### src/rtl/prio_scan_encoder.sv
// prio_scan_encoder
//
// Sequential priority encoder. It captures a WIDTH-bit request vector and
// streams out the index of every set bit, highest index first, with one index
// per accepted beat on a valid/ready handshake. An all-zero vector produces a
// single marker beat: idx=EMPTY_CODE, last=1, empty=1.
//
// Parameters:
//   WIDTH      request vector width (2..128)
//   IDX_W      index width, derived from WIDTH (do not override)
//   EMPTY_CODE code reported while idle and for the empty-vector beat (>= WIDTH)
//
// Ports:
//   clk, rst_n   clock, asynchronous active-low reset
//   ena          clock enable; when low, all state holds and handshakes are ignored
//   req_vec      request bits, captured when load is accepted
//   load         capture request; accepted only while load_ready=1
//   load_ready   high in IDLE
//   idx          current index, zero-extended to 8 bits (EMPTY_CODE when idle or empty)
//   idx_valid    beat valid
//   idx_ready    sink accepts the beat
//   last         current beat is the final one of the vector
//   empty        current beat is the all-zero marker
//   abort        drop all pending work (EMIT only)
//   busy         not IDLE
//   remaining    beats left including the current one; present only when
//                PRIO_SCAN_COUNT_EN is defined
//
// Optional feature macro: PRIO_SCAN_COUNT_EN adds the remaining-beats counter.
//
// Every output is decoded from registers only, so there is no combinational
// path from any input to any output.

module prio_scan_encoder #(
  parameter int         WIDTH      = 16,
  parameter int         IDX_W      = $clog2(WIDTH),
  parameter logic [7:0] EMPTY_CODE = 8'hF0
) (
  input  logic             clk,
  input  logic             rst_n,
  input  logic             ena,
  input  logic [WIDTH-1:0] req_vec,
  input  logic             load,
  output logic             load_ready,
  output logic [7:0]       idx,
  output logic             idx_valid,
  input  logic             idx_ready,
  output logic             last,
  output logic             empty,
  input  logic             abort,
  output logic             busy
`ifdef PRIO_SCAN_COUNT_EN
  ,
  output logic [IDX_W:0]   remaining
`endif
);

  localparam int               PADW = 8 - IDX_W;
  localparam logic [WIDTH-1:0] ONE  = WIDTH'(1);

  typedef enum logic {IDLE = 1'b0, EMIT = 1'b1} state_e;

  state_e           state_q;
  logic [WIDTH-1:0] pending_q;  // bits not yet reported
  logic             empty_q;    // the captured vector was all-zero

  logic [IDX_W-1:0] hi_idx;
  logic             one_left;
  logic             accept;
  logic [WIDTH-1:0] pending_d;

  // Highest set bit of pending. The ascending scan lets the last hit win.
  always_comb begin
    hi_idx = '0;
    for (int i = 0; i < WIDTH; i++) begin
      if (pending_q[i]) hi_idx = IDX_W'(i);
    end
  end

  // Exactly one bit set: nonzero, and clearing the lowest set bit leaves zero.
  assign one_left  = (pending_q != '0) && ((pending_q & (pending_q - ONE)) == '0);

  // In EMIT idx_valid is always 1, so an accept is just ready seen in EMIT.
  assign accept    = (state_q == EMIT) && idx_ready;
  assign pending_d = pending_q & ~(ONE << hi_idx);

`ifdef PRIO_SCAN_COUNT_EN
  logic [IDX_W:0] cnt_q;

  function automatic logic [IDX_W:0] popcount(input logic [WIDTH-1:0] v);
    logic [IDX_W:0] c;
    c = '0;
    for (int i = 0; i < WIDTH; i++) c = c + (IDX_W+1)'(v[i]);
    return c;
  endfunction
`endif

  // Single state machine. Abort takes priority over an accept in the same
  // cycle. ena=0 freezes everything, including handshakes.
  always_ff @(posedge clk or negedge rst_n) begin
    if (!rst_n) begin
      state_q   <= IDLE;
      pending_q <= '0;
      empty_q   <= 1'b0;
`ifdef PRIO_SCAN_COUNT_EN
      cnt_q     <= '0;
`endif
    end else if (ena) begin
      case (state_q)
        IDLE: begin
          // An abort in IDLE has no effect, so it does not block a load.
          if (load) begin
            state_q   <= EMIT;
            pending_q <= req_vec;
            empty_q   <= (req_vec == '0);
`ifdef PRIO_SCAN_COUNT_EN
            // The empty vector still costs one marker beat.
            cnt_q     <= (req_vec == '0) ? (IDX_W+1)'(1) : popcount(req_vec);
`endif
          end
        end
        EMIT: begin
          if (abort) begin
            state_q   <= IDLE;
            pending_q <= '0;
            empty_q   <= 1'b0;
`ifdef PRIO_SCAN_COUNT_EN
            cnt_q     <= '0;
`endif
          end else if (accept) begin
            // For the empty marker, pending is already zero and stays zero.
            pending_q <= pending_d;
`ifdef PRIO_SCAN_COUNT_EN
            cnt_q     <= cnt_q - (IDX_W+1)'(1);
`endif
            if (empty_q || one_left) begin
              state_q <= IDLE;
              empty_q <= 1'b0;
            end
          end
        end
        default: state_q <= IDLE;
      endcase
    end
  end

  // Output decode (registers only)
  always_comb begin
    load_ready = 1'b1;
    busy       = 1'b0;
    idx_valid  = 1'b0;
    idx        = EMPTY_CODE;
    last       = 1'b0;
    empty      = 1'b0;
    if (state_q == EMIT) begin
      load_ready = 1'b0;
      busy       = 1'b1;
      idx_valid  = 1'b1;
      if (empty_q) begin
        last  = 1'b1;
        empty = 1'b1;
      end else begin
        idx  = {{PADW{1'b0}}, hi_idx};
        last = one_left;
      end
    end
  end

`ifdef PRIO_SCAN_COUNT_EN
  // The counter reaches 0 on the final accept, so it reads 0 in IDLE.
  assign remaining = cnt_q;
`endif

endmodule

### config.mk
export PLATFORM = sky130hd
export DESIGN_NAME = prio_scan_encoder
export DESIGN_NICKNAME = d
export VERILOG_FILES = /design/src/rtl/prio_scan_encoder.sv
export SDC_FILE = /design/constraint.sdc
export NUM_CORES = 1
export LEC_CHECK = 0
export BUFFER_PORTS_ARGS = -buffer_cell sky130_fd_sc_hd__buf_4
export CAP_MARGIN = 30
export CORE_ASPECT_RATIO = 0.7
export CORE_UTILIZATION = 55
export CTS_CLUSTER_SIZE = 12
export DETAILED_ROUTE_END_ITERATION = 16
export PLACE_DENSITY = 0.8
export SYNTH_ARGS = -nofsm -noshare
export SYNTH_HDL_FRONTEND = slang
export SYNTH_SLANG_ARGS = --single-unit
### constraint.sdc
create_clock -name clk -period 3.97 [get_ports clk]
set_input_delay 0.5955 -clock clk [delete_from_list [all_inputs] [get_ports clk]]
set_output_delay 0.5955 -clock clk [all_outputs]
set_load 0.02 [all_outputs]
# Yosys cells after proc, flatten, opt, wreduce, memory -nomap -nowiden
# Index checks and enable logic that the tools add are counted.
# totals
mem_count	0
ramBits	0
rom_bits	0
latch_bits	0
ff_bits	18
input_bits	22
elab_cells	57
# op_classes
shift	1
bitwise	4
n_addsub	1
n_eq_ne	3
mul	0
n_lt_le_gt_ge	0
n_div	0
muxes	37
n_reduce_logical	8
# ops
operator	n
16-bit 2-to-1 mux	3
4-bit 2-to-1 mux	11
16-bit bitwise AND	2
16-bit logical NOT	2
16-bit case mux with 2 select lines	1
8-bit 2-to-1 mux	2
16-bit NOT	1
16-bit nonzero test	1
1-bit by 4-bit << shifter with 16-bit output, first input constant	1
16-bit by 1-bit subtractor with 16-bit output, second input constant	1
1-bit 2-to-1 mux	15
3-bit by 2-bit != test with 1-bit output, second input constant	2
2-bit 2-to-1 mux	2
1-bit case mux with 2 select lines	2
4-bit AND reduction	1
3-bit 2-to-1 mux	1
3-bit AND reduction	1
1-bit logical AND	2
2-bit != test, second input constant	1
1-bit logical OR	1
1-bit NOT	1

# Longest topological paths before layout
# logic_depth
word_depth	21
ltp_mapped	7
mapped_depth_nobuf	5

# Least setup slack after synthesis
# OpenSTA, ideal clock, no wires.
# synth_path
path_kind	register to output
start	register pending_q[6]
end	output last
path_buffers	2
arrival_time_ns	2.063
stages_incl_launch_ff	8
path_slack_ns	1.312
cell_sequence	dfrtp_1 -> buf_6 -> or4_4 -> buf_6 -> o41ai_2 -> a21oi_1 -> nor4b_2 -> o21a_1
# synth_between
elab_chain_cells	6
word_cells_on_any_way	7
# synth_lines
element	line	rtl
start, declared	64	logic [WIDTH-1:0] pending_q;
start signal, assigned	114	pending_q <= req_vec;
start signal, assigned	132	pending_q <= pending_d;
16-bit by 1-bit subtractor with 16-bit output	81	assign one_left = (pending_q != '0) && ((pending_q & (pending_q - ONE)) == '0);
16-bit bitwise AND	81	
16-bit logical NOT	81	
1-bit logical AND (*)	81	
1-bit 2-to-1 mux (*)	159	if (empty_q) begin
1-bit 2-to-1 mux (*)	155	if (state_q == EMIT) begin
end, declared	48	output logic last,
# Every way passes the cells marked *; elsewhere a longest branch is shown, timed or not.

# Final worst setup path
# layout_path
start	register pending_q[3]
end	output last
# The elaborated chain is that of the path after synthesis.

==> reports/qor.txt <==
Arrival time of the worst setup path -> 2590 ps
Seq cells post-synth -> 18
TritonRoute pass-1 iters -> 5
Synth top area share -> 33.4%
Pin count of the biggest net entering global routing -> 19
Estimated wirelength of the detail-placed design -> 3120 um
Inserted Diodes -> 0
Global Route Usage Sum -> 34.2%
Rel. slew slack -> 53.0%
Top Ports -> 35
Top cell type by total area after synthesis -> dfrtp_1
Initial DRC Count -> 177
Worst-Margin Slew -> 698 ps
GR peak layer -> met1
Xor/xnor cell area share of the yosys netlist -> 0%
Simple-Gate Fraction of Synth Area -> 28.5%
Cts bufs inserted -> 3
Die height -> 43.4 um
Predominant post-synthesis flop cell -> dfrtp_1
Port buffer count -> 34
Fin Clk Skew -> 12.0 ps
Die area -> 0.00266 mm^2
Syn avg cell area -> 8.22 um^2
Routed vias/inst -> 6.62
Synth top area cells -> dfrtp_1, nand2_1, o21ai_0
Site row count -> 14
Place WS -> 1140 ps
GR Util met3 -> 12.2%
CTS Buffer Depth -> 2
Grt met1 use -> 48.9%
CTS tree -> done
FMAX -> 314 MHz
DRC violations left -> 0
Pwr dens -> 710 mW/mm^2
Yosys cell types -> 44
Sequential fraction of the synthesis area -> 33.4%
Worst min-delay path class -> input pin to asynchronous set/reset pin
Clk sinks -> 18
CP startpoint kind -> flip-flop
Syn Nets -> 186
Critical Path Fanout Max -> 8
Max Cap Viol -> 0
Compound-gate portion of the synthesized area -> 27.9%
Hold-fix buffers, CTS -> 0
CORE AREA -> 0.00222 mm^2
Share of cells above drive strength 1 -> 23.3%
Vias in the first global route -> 1319
Wire length per cell -> 18.4 um
Area Overhead vs Synth -> 18.2%
Most frequent cells in the layout -> buf_4, nand2_1, dfrtp_1
Commonest non-fill, non-tap cell in the layout -> buf_4
Final worst slack -> 789 ps
Yosys Warn Count -> 0
Die W -> 61.2 um
Critical path class -> flip-flop to primary output
Worst R2R Start -> state_q
RSZ-0062 raised after global routing -> no
Multiplexer area fraction after synthesis -> 0%
Initial Util -> 60.6%
Crit end category -> primary output
Worst Path Required -> 3370 ps
Worst skew pair latency -> 300 ps
First-pass GRT wire length -> 6470 um
Synth Instances -> 164
Synth Area in Adders -> 2.23%
Antenna viol nets, final -> 0
Status -> complete, no violations
Period utilization -> 80.1%
Number of flops mapped to enable cells by yosys -> 0
Peak supply drop -> 0.471 mV
Post-cts gate resize count -> 0
Mapped Area -> 0.00135 mm^2
Filler cells -> 204
Max-slew violation count -> 0
FF/Latch Area -> 450 um^2
Antenna violations before repair -> 0
Minimum clock period -> 3180 ps
Placed cell area -> 0.00157 mm^2
Global route overflow -> 0
Largest family of logic cells by synthesized area -> simple AND/OR/NAND/NOR gates
Final net count -> 213
Async S/R FF share, synth -> 100%
Final Hold Viols -> 0
Htree depth -> 1
GP Congestion -> 0.942
Setup TNS -> 0 ps
Routed WL -> 4060 um
Fin area -> 0.00159 mm^2
Via count -> 1462
Clock-pin slew of the registers on the worst-case setup and hold paths -> 110 ps
Post-CTS Setup Bufs -> 0
Area of the multi-input gates -> 791 um^2
Root buf cell -> clkbuf_4
Lkg Pwr -> 0.000688 uW
Met2 usage -> 47.6%
Final Setup Violations -> 0
Crit path launch -> pending_q[3]
path summary, 6_finish.rpt:
check | cells after the start | slack, ps | endpoint
worst max-delay path | 6 | 790 | last
max in group asynchronous | 1 | 3620 | empty_q
min in group clk | 3 | 480 | pending_q[11]
worst max register to register | 5 | 1570 | pending_q[2]
worst min-delay path | 1 | 140 | pending_q[14]
worst min register to register | 2 | 540 | empty_q
worst max-delay path: stages (launching register included):
cell,delay [ps]
dfrtp_1,430
or4_1,710
maj3_1,420
o21ai_0,160
nor4b_2,290
o21a_1,150
buf_4,130
cell type report:
type	instances	area share (%)
clock buffer	3	1.41
multi-input combinational	126	49.6
inverter	7	1.65
tap	32	2.51
timing repair buffer	35	16.5
sequential	18	28.3
sequential cells by signal, summed over array words and instances, names as in the netlist:
signal / flops
pending_q: 16
empty_q: 1
state_q: 1
stage by stage:
step	total power [uW]	util, %	hold slack [ps]	std cells
6_report	1130	71.6	137	221
4_1_cts	1110	71.6	141	221
3_5_place_dp	1020	70.6	478	218
3_3_place_gp	997	70.6	475	218
5_1_grt	1200	71.6	147	221
2_1_floorplan	827	-	300	164
cells in the mapped netlist (3+ instances only):
master	n
clkbuf_1	6
or3_1	4
nor3_1	3
inv_1	7
nor2_1	11
o21a_1	3
nand3_1	6
nand2_1	18
or4_1	4
o21ai_0	13
a22o_1	3
buf_4	4
nor4_1	9
dfrtp_1	18
a22oi_1	3
a21oi_1	8
maj3_1	3
a2bb2oi_1	3
o31ai_1	3
report_power, final:
| group | internal (uW) | total [uW] | switching (uW) |
|---|---|---|---|
| logic | 278 | 644 | 366 |
| registers | 250 | 394 | 144 |
| clock network | 35.4 | 92.6 | 57.2 |
cell families after synthesis:
kind of cell               Yosys count
buffers and inverters               20
AOI/OAI and AO/OA                   52
and+or+nand+nor                     71
DFF                                 18
adders and majority gates            3
layer usage:
metal,vias up,wire (um)
met5,-,0
met4,0,75
met3,11,480
met2,96,1800
met1,684,1700
li1,671,-
Note: power is estimated with default switching activity, not from simulation.
